--- src/rtl/mips_bus_lsu.sv ---
// MIPS load/store unit driving a single Avalon-MM master port.
// One request in flight: accept in IDLE, transfer in BUS, one-cycle pulse in RESP.
module mips_bus_lsu #(
  parameter int ADDR_W     = 32,
  parameter int WAIT_LIMIT = 16
) (
  input  logic              clk,
  input  logic              reset,
  input  logic              req_valid,
  output logic              req_ready,
  input  logic [3:0]        req_op,
  input  logic [ADDR_W-1:0] req_addr,
  input  logic [31:0]       req_wdata,
  input  logic [31:0]       req_rt_old,
  output logic              resp_valid,
  output logic [31:0]       resp_data,
  output logic              resp_err,
  output logic [ADDR_W-1:0] address,
  output logic              read,
  output logic              write,
  input  logic              waitrequest,
  output logic [31:0]       writedata,
  output logic [3:0]        byteenable,
  input  logic [31:0]       readdata
);
  typedef enum logic [1:0] {IDLE, BUS, RESP} state_t;

  localparam logic [3:0] OP_LW = 4'd0, OP_LH = 4'd1, OP_LHU = 4'd2, OP_LB = 4'd3,
                         OP_LBU = 4'd4, OP_LWL = 4'd5, OP_LWR = 4'd6, OP_SW = 4'd7,
                         OP_SH = 4'd8, OP_SB = 4'd9;

  state_t            state_q, state_d;
  logic [3:0]        op_q, op_d;
  logic [1:0]        k_q, k_d;
  logic [31:0]       rt_old_q, rt_old_d;
  logic [ADDR_W-1:0] address_q, address_d;
  logic              read_q, read_d, write_q, write_d;
  logic [31:0]       writedata_q, writedata_d;
  logic [3:0]        byteenable_q, byteenable_d;
  logic [7:0]        wait_cnt_q, wait_cnt_d;
  logic [31:0]       resp_data_q, resp_data_d;
  logic              resp_err_q, resp_err_d;

  logic              req_bad;
  logic [3:0]        req_be;
  logic [31:0]       req_wd;
  logic [31:0]       load_data;
  logic [31:0]       lane;
  logic [4:0]        sh;

  // Request decode: legality/alignment plus lane enables and replicated store data.
  always_comb begin
    req_bad = 1'b0;
    req_be  = 4'b1111;
    req_wd  = req_wdata;
    case (req_op)
      OP_LW, OP_SW:          req_bad = (req_addr[1:0] != 2'b00);
      OP_LH, OP_LHU, OP_SH: begin
        req_bad = req_addr[0];
        req_be  = 4'b0011 << req_addr[1:0];
        req_wd  = {2{req_wdata[15:0]}};
      end
      OP_LB, OP_LBU, OP_SB: begin
        req_be  = 4'b0001 << req_addr[1:0];
        req_wd  = {4{req_wdata[7:0]}};
      end
      OP_LWL, OP_LWR:        req_bad = 1'b0;
      default:               req_bad = 1'b1;
    endcase
  end

  // Load extraction and LWL/LWR merge against the old rt value.
  always_comb begin
    sh        = {k_q, 3'b000};
    lane      = readdata >> sh;
    load_data = readdata;
    case (op_q)
      OP_LH:   load_data = {{16{lane[15]}}, lane[15:0]};
      OP_LHU:  load_data = {16'h0000, lane[15:0]};
      OP_LB:   load_data = {{24{lane[7]}}, lane[7:0]};
      OP_LBU:  load_data = {24'h000000, lane[7:0]};
      OP_LWL:  load_data = (readdata << (5'd24 - sh)) |
                           (rt_old_q & (32'hFFFF_FFFF >> ({1'b0, sh} + 6'd8)));
      OP_LWR:  load_data = (readdata >> sh) | (rt_old_q & ~(32'hFFFF_FFFF >> sh));
      default: load_data = readdata;
    endcase
  end

  always_comb begin
    state_d      = state_q;
    op_d         = op_q;
    k_d          = k_q;
    rt_old_d     = rt_old_q;
    address_d    = address_q;
    read_d       = read_q;
    write_d      = write_q;
    writedata_d  = writedata_q;
    byteenable_d = byteenable_q;
    wait_cnt_d   = wait_cnt_q;
    resp_data_d  = resp_data_q;
    resp_err_d   = resp_err_q;
    case (state_q)
      IDLE: begin
        if (req_valid) begin
          op_d     = req_op;
          k_d      = req_addr[1:0];
          rt_old_d = req_rt_old;
          if (req_bad) begin
            state_d     = RESP;
            resp_err_d  = 1'b1;
            resp_data_d = 32'h0;
          end else begin
            state_d      = BUS;
            address_d    = {req_addr[ADDR_W-1:2], 2'b00};
            read_d       = (req_op <= OP_LWR);
            write_d      = (req_op >= OP_SW);
            writedata_d  = req_wd;
            byteenable_d = req_be;
            wait_cnt_d   = 8'd0;
          end
        end
      end
      BUS: begin
        if (waitrequest) begin
          // The WAIT_LIMIT-th stalled cycle ends the attempt.
          if (wait_cnt_q == 8'(WAIT_LIMIT - 1)) begin
            state_d     = RESP;
            read_d      = 1'b0;
            write_d     = 1'b0;
            resp_err_d  = 1'b1;
            resp_data_d = 32'h0;
          end else begin
            wait_cnt_d = wait_cnt_q + 8'd1;
          end
        end else begin
          state_d     = RESP;
          read_d      = 1'b0;
          write_d     = 1'b0;
          resp_err_d  = 1'b0;
          resp_data_d = write_q ? 32'h0 : load_data;
        end
      end
      RESP:    state_d = IDLE;
      default: state_d = IDLE;
    endcase
  end

  always_ff @(posedge clk or negedge reset) begin
    if (!reset) begin
      state_q      <= IDLE;
      op_q         <= 4'd0;
      k_q          <= 2'd0;
      rt_old_q     <= 32'h0;
      address_q    <= '0;
      read_q       <= 1'b0;
      write_q      <= 1'b0;
      writedata_q  <= 32'h0;
      byteenable_q <= 4'h0;
      wait_cnt_q   <= 8'd0;
      resp_data_q  <= 32'h0;
      resp_err_q   <= 1'b0;
    end else begin
      state_q      <= state_d;
      op_q         <= op_d;
      k_q          <= k_d;
      rt_old_q     <= rt_old_d;
      address_q    <= address_d;
      read_q       <= read_d;
      write_q      <= write_d;
      writedata_q  <= writedata_d;
      byteenable_q <= byteenable_d;
      wait_cnt_q   <= wait_cnt_d;
      resp_data_q  <= resp_data_d;
      resp_err_q   <= resp_err_d;
    end
  end

  assign req_ready  = (state_q == IDLE);
  assign resp_valid = (state_q == RESP);
  assign resp_data  = resp_data_q;
  assign resp_err   = resp_err_q;
  assign address    = address_q;
  assign read       = read_q;
  assign write      = write_q;
  assign writedata  = writedata_q;
  assign byteenable = byteenable_q;
endmodule

--- config.mk ---
export PLATFORM = sky130hd
export DESIGN_NAME = mips_bus_lsu
export DESIGN_NICKNAME = d
export VERILOG_FILES = /design/src/rtl/mips_bus_lsu.sv
export SDC_FILE = /design/constraint.sdc
export NUM_CORES = 1
export LEC_CHECK = 0
export ABC_AREA = 1
export CORE_MARGIN = 4
export CORE_UTILIZATION = 44
export CTS_CLUSTER_DIAMETER = 40
export DETAILED_ROUTE_END_ITERATION = 8
export HOLD_SLACK_MARGIN = 0.02
export PLACE_DENSITY = 0.78
export SYNTH_ARGS = -nofsm -noshare
export SYNTH_HDL_FRONTEND = slang
export SYNTH_SLANG_ARGS = --single-unit
--- constraint.sdc ---
create_clock -name clk -period 1.7 [get_ports clk]
set_clock_uncertainty 0.2 [all_clocks]
set_input_delay 0.34 -clock clk [delete_from_list [all_inputs] [get_ports clk]]
set_output_delay 0.34 -clock clk [all_outputs]
set_load 0.02 [all_outputs]
* Word level (Yosys, flattened, before mapping)
Index checks and enable logic that the tools add are counted.
Word-level totals: output and inout port bits 105, register bits 149, input port bits 136, logic and storage cells 100
Operators by class: add/sub/neg operators 3, eq/ne operators 24, bitwise operators 6, muxes and demuxes 33, shift operators 6, order comparisons 2, reduce and logical (&&, ||, !) cells 14
Operators by type and width (number):
- one-hot mux 32 bit (6 select lines) | 1
- 2-to-1 mux 32 bit | 5
- one-hot mux 32 bit (2 select lines) | 2
- bitwise AND 32 bit | 2
- bitwise OR 32 bit | 2
- 2-to-1 mux 8 bit | 4
- inverter 32 bit | 1
- left shift 32 x 5 -> 32 bit | 1
- right shift 32 x 5 -> 32 bit | 1
- right shift 32 x 5 -> 32 bit (first input constant) | 1
- right shift 32 x 6 -> 32 bit (first input constant) | 1
- equality test 4 x 3 -> 1 bit (second input constant) | 7
- equality test 4 x 2 -> 1 bit (second input constant) | 4
- one-hot mux 8 bit (2 select lines) | 1
- 2-to-1 mux 1 bit | 10
- adder 8 x 1 -> 8 bit (second input constant) | 1
- equality test 4 x 1 -> 1 bit (second input constant) | 2
- equality test 4 bit (second input constant) | 2
- equality test 8 x 4 -> 1 bit (second input constant) | 1
- 2-to-1 mux 2 bit | 4
- inequality test 2 bit (second input constant) | 4
- one-hot mux 4 bit (2 select lines) | 1
- AND reduction 4 bit | 2
- adder 5 x 4 -> 6 bit (second input constant) | 1
- 22 further kinds | 27

* Logic depth before layout (Yosys ltp)
word-level depth 8, depth in mapped cells 12, gate-level depth less buffers 10

* Worst setup path before layout
Ideal clock, no wire load.
path type reg-to-reg, start reg k_q[1], end reg resp_data_q[18] (netlist: resp_data[18]), setup slack -0.014 ns, arrival 1.397 ns, setup time 0.117 ns, required time 1.383 ns, clock period less this slack 1.714 ns, cell stages (with the launch flop) 12, path buffers 3, path through dfrtp_1 > buf_4 > clkinv_2 > buf_6 > nand3_1 > nand3_1 > nand2_1 > buf_4 > nor2_1 > nand2_1 > nand2_1 > nand2_1
Between the ends: longest elaborated chain between the ends 8, elaborated cells between the ends (all ways) 15, classes of those cells 2 x add/sub; 4 x shift; 4 x mux; 5 x bitwise
Ends and longest elaborated chain:
- start, declared | RTL line 34 | logic [1:0] k_q, k_d;
- start signal, assigned | RTL line 165 | k_q <= k_d;
- adder 5 x 4 -> 6 bit / right shift 32 x 5 -> 32 bit (equally long branches) | RTL line 83, 84
- right shift 32 x 6 -> 32 bit / inverter 32 bit (equally long branches) | RTL line 83, 84
- bitwise AND 32 bit (on tied branches) | RTL line 83, 84
- bitwise OR 32 bit (on tied branches) | RTL line 82, 84
- one-hot mux 32 bit (6 select lines) * | RTL line 77 | case (op_q)
- 2-to-1 mux 32 bit * | RTL line 140 | resp_data_d = write_q ? 32'h0 : load_data;
- 2-to-1 mux 32 bit * | RTL line 124 | if (waitrequest) begin
- one-hot mux 32 bit (2 select lines) * | RTL line 102 | case (state_q)
- end signal, assigned | RTL line 173 | resp_data_q <= resp_data_d;
- end, declared | RTL line 41 | logic [31:0] resp_data_q, resp_data_d;
Every way passes the cells marked *; elsewhere a longest branch is shown, timed or not. A chain may end at the register's enable or synchronous reset.

* Final worst setup path
start reg op_q[3], end reg resp_data_q[10] (netlist: resp_data[10])
Between the ends: longest elaborated chain between the ends 5, elaborated cells between the ends (all ways) 10, classes of those cells 6 x eq/ne; 4 x mux
Ends and longest elaborated chain:
- start, declared | RTL line 33 | logic [3:0] op_q, op_d;
- start signal, assigned | RTL line 164 | op_q <= op_d;
- equality test 4 x 3 -> 1 bit (tied with other cells) | RTL line 77
- one-hot mux 32 bit (6 select lines) * | RTL line 77
- 2-to-1 mux 32 bit * | RTL line 140
- 2-to-1 mux 32 bit * | RTL line 124
- one-hot mux 32 bit (2 select lines) * | RTL line 102
Marks and branches as above.

==> results.json <==
{
  "status": "finished, violations left",
  "failed_checks": "setup timing",
  "finalCritPeriodShare_pct": 111,
  "min_period_ps": 1880,
  "coreArea_sq_um": 18100,
  "max_freq_ghz": 0.532,
  "synthMuxAreaShare_pct": 2.05,
  "grt_first_pass_wirelength_mm": 47.3,
  "synth_top_family_by_area": "simple AND/OR/NAND/NOR gates",
  "overflow": 0,
  "crit_path_cell_trace": "nor2_4 > buf_6 > nand2_2 > buf_6 > nand3_4 > buf_6 > nand2_1 > nand2_1 > inv_1 > nand2_1 > nand3_1 > nand2_1",
  "antenna_found_initial": 3,
  "cp_data_arrival_time_ps": 2050,
  "cts_max_level": 4,
  "maxCapViolations": 0,
  "cts-buffers-inserted": 17,
  "end_kind": "flop",
  "worstSetupPathDepth": 12,
  "synth_compound_area_share_pct": 7.06,
  "slew_violations": 0,
  "path_buf_inv": 4,
  "clk_path_buf_depth": 2,
  "p_leak_nw": 6.80,
  "rows": 49,
  "layout-drive-gt1-share_pct": 26.9,
  "initial_core_util_pct": 45.3,
  "final_antenna_net_count": 0,
  "fin_tns_setup_ps": -4150,
  "synth_top_area_share_pct": 45.4,
  "portBuffers": 238,
  "num_io_pins": 241,
  "yosys.area.top_type": "dfrtp_1",
  "hold_ws_ps": 166,
  "rsz0062_at_grt": "true",
  "wire_per_inst_um": 17.5,
  "wl_mm": 30.9,
  "route.detailed.drc": 0,
  "cp_max_fo": 4,
  "total_power_mw": 24.6,
  "synthDistinctLibCells": 35,
  "syn2layout_area_growth_pct": 60.2,
  "die_width_um": 145,
  "dpl_worst_slack_ps": -598,
  "powerDensity_nw_per_um2": 1860,
  "yosysWarnings": 0,
  "synth_common_cells": "520 x nand2_1, 149 x dfrtp_1, 123 x nand3_1",
  "synth_ff_type": "dfrtp_1",
  "finalHoldViolCount": 0,
  "via_per_inst": 5.25,
  "r2r_cells": 12,
  "die_y_um": 145,
  "setup_viol_count_final": 36,
  "routabilityCongestion": 1.00,
  "min_path_type": "primary input to asynchronous set/reset pin",
  "final_net_count": 1659,
  "yosysMostFrequentCell": "nand2_1",
  "synth_fa_ha_area_share_pct": 0.152,
  "vias": 9270,
  "ys_ff_latch": 149,
  "cts_tree": "done",
  "slowest_delay_ps": 460,
  "synth.avg_cell_area_sq_um": 7.12,
  "clkLatencyLatePin_ps": 430,
  "clkTransAtPathRegs_ps": 70,
  "grt_pass1_vias": 9299,
  "synth-edff-count": 0,
  "setup_ws_ps": -181,
  "dpl.hpwl_mm": 21.8,
  "crit_top_cell": "nand2_1",
  "grtUsageTotal_pct": 29.3,
  "crit_type": "flop to flop",
  "synthXorXnorAreaFrac_pct": 0.426,
  "synth-simple-area-share_pct": 37.4,
  "netlist_instances": 1155,
  "root_buffer": "clkbuf_16",
  "clock-sinks": 149,
  "grt_max_degree": 41,
  "ys_async_sr_fraction_pct": 100,
  "slowest_stage": "dfrtp_2",
  "synth_seq_area_share_pct": 45.4,
  "peakVddDrop_mv": 1.12,
  "critPathLaunchType": "flop",
  "synthTopCellsByArea": "dfrtp_1 45%, nand2_1 24%, nand3_1 7.5%",
  "crit_family": "simple AND/OR/NAND/NOR gates",
  "drt_iter0_drc": 773,
  "dr.pass1.iters": 5,
  "synth_area_sq_um": 8220,
  "die_area_sq_um": 20900,
  "cp.required_ps": 1870
}
## final timing paths
path / to / slack (ps) / startpoint
max in group asynchronous: writedata[8]$_DFFE_PN0P_ / 620 / reset
worst max-delay path: resp_data[10]$_DFFE_PN0P_ / -180 / op_q[3]$_DFFE_PN0P_
worst max register to register: resp_data[10]$_DFFE_PN0P_ / -180 / op_q[3]$_DFFE_PN0P_
worst min-delay path: rt_old_q[13]$_DFFE_PN0P_ / 170 / reset
min in group clk: byteenable[2]$_DFFE_PN0P_ / 200 / req_addr[0]
worst min register to register: resp_data[13]$_DFFE_PN0P_ / 280 / resp_data[13]$_DFFE_PN0P_
## logic make-up (layout without fill, tap and decap cells)
family,Yosys count,count (layout)
compound gates,113,113
xor+xnor,4,4
fa+ha+maj,1,1
buf+inv,132,510
flops,149,149
mux,15,15
other cells,1,4
simple gates,740,740
## layout make-up
| cell class | count | area, sq um |
|---|---|---|
| Tap cell | 229 | 287 |
| Antenna cell | 2 | 5.00 |
| Sequential cell | 149 | 3730 |
| Clock buffer | 17 | 425 |
| Fill cell | 1411 | 4970 |
| Timing Repair Buffer | 400 | 3860 |
| Clock inverter | 14 | 163 |
| Multi-Input combinational cell | 875 | 4400 |
| Inverter | 79 | 303 |
## per-stage QoR
step | util, % | area, sq um | instances
4_1_cts | 71.5 | 13000 | 1755
3_5_place_dp | 64.8 | 11800 | 1698
5_1_grt | 72.6 | 13200 | 1764
6_report | 72.6 | 13200 | 1765
2_1_floorplan | - | 8230 | 1156
3_3_place_gp | 64.8 | 11800 | 1698
## layer usage
metal / wire length (um) / vias up / global-route usage, %
li1: - / 4388 / -
met1: 11600 / 4342 / 34.2
met2: 15300 / 454 / 50.3
met3: 2760 / 84 / 8.68
met4: 1150 / 2 / 12.9
met5: 13 / - / 0
## registers in the layout, indices dropped and copies added (netlist names)
name / count
resp_data: 32
rt_old_q: 32
writedata: 32
address: 30
wait_cnt_q: 8
byteenable: 4
op_q: 4
k_q: 2
state_q: 2
read: 1
resp_err: 1
write: 1
## power breakdown
part	switching, mW	internal [mW]	leakage [nW]
Sequential	1.20	5.15	1.86
Clock	1.73	2.08	0.285
Combinational	8.22	6.17	4.66
## cells in the final DEF, fill, tap and decap left out, types with 6 or more instances in the layout
cell type,count
inv_2,14
nor2_4,18
mux2_2,15
clkdlybuf4s50_1,129
nor2_2,12
nand2_2,44
nand3_1,106
clkdlybuf4s15_1,46
o21ai_1,30
nor2_1,52
nand2_4,18
dfrtp_1,144
a21oi_1,46
inv_1,61
inv_6,6
clkdlybuf4s15_2,11
buf_6,31
buf_4,106
clkbuf_2,42
nand2_1,461
buf_12,20
clkbuf_16,17
o21ai_0,28
nand3_2,16
## repair_timing
item                                    4_1_cts  5_1_grt
endpoints found under the hold margin       149        0
resized for setup                           284      186
setup buffers                                18        9
endpoints found under the setup margin      214      185
gates cloned                                  7        0
hold buffers                                  1        0
pin swaps                                    28       35
Power figures use the tool's default switching activity.
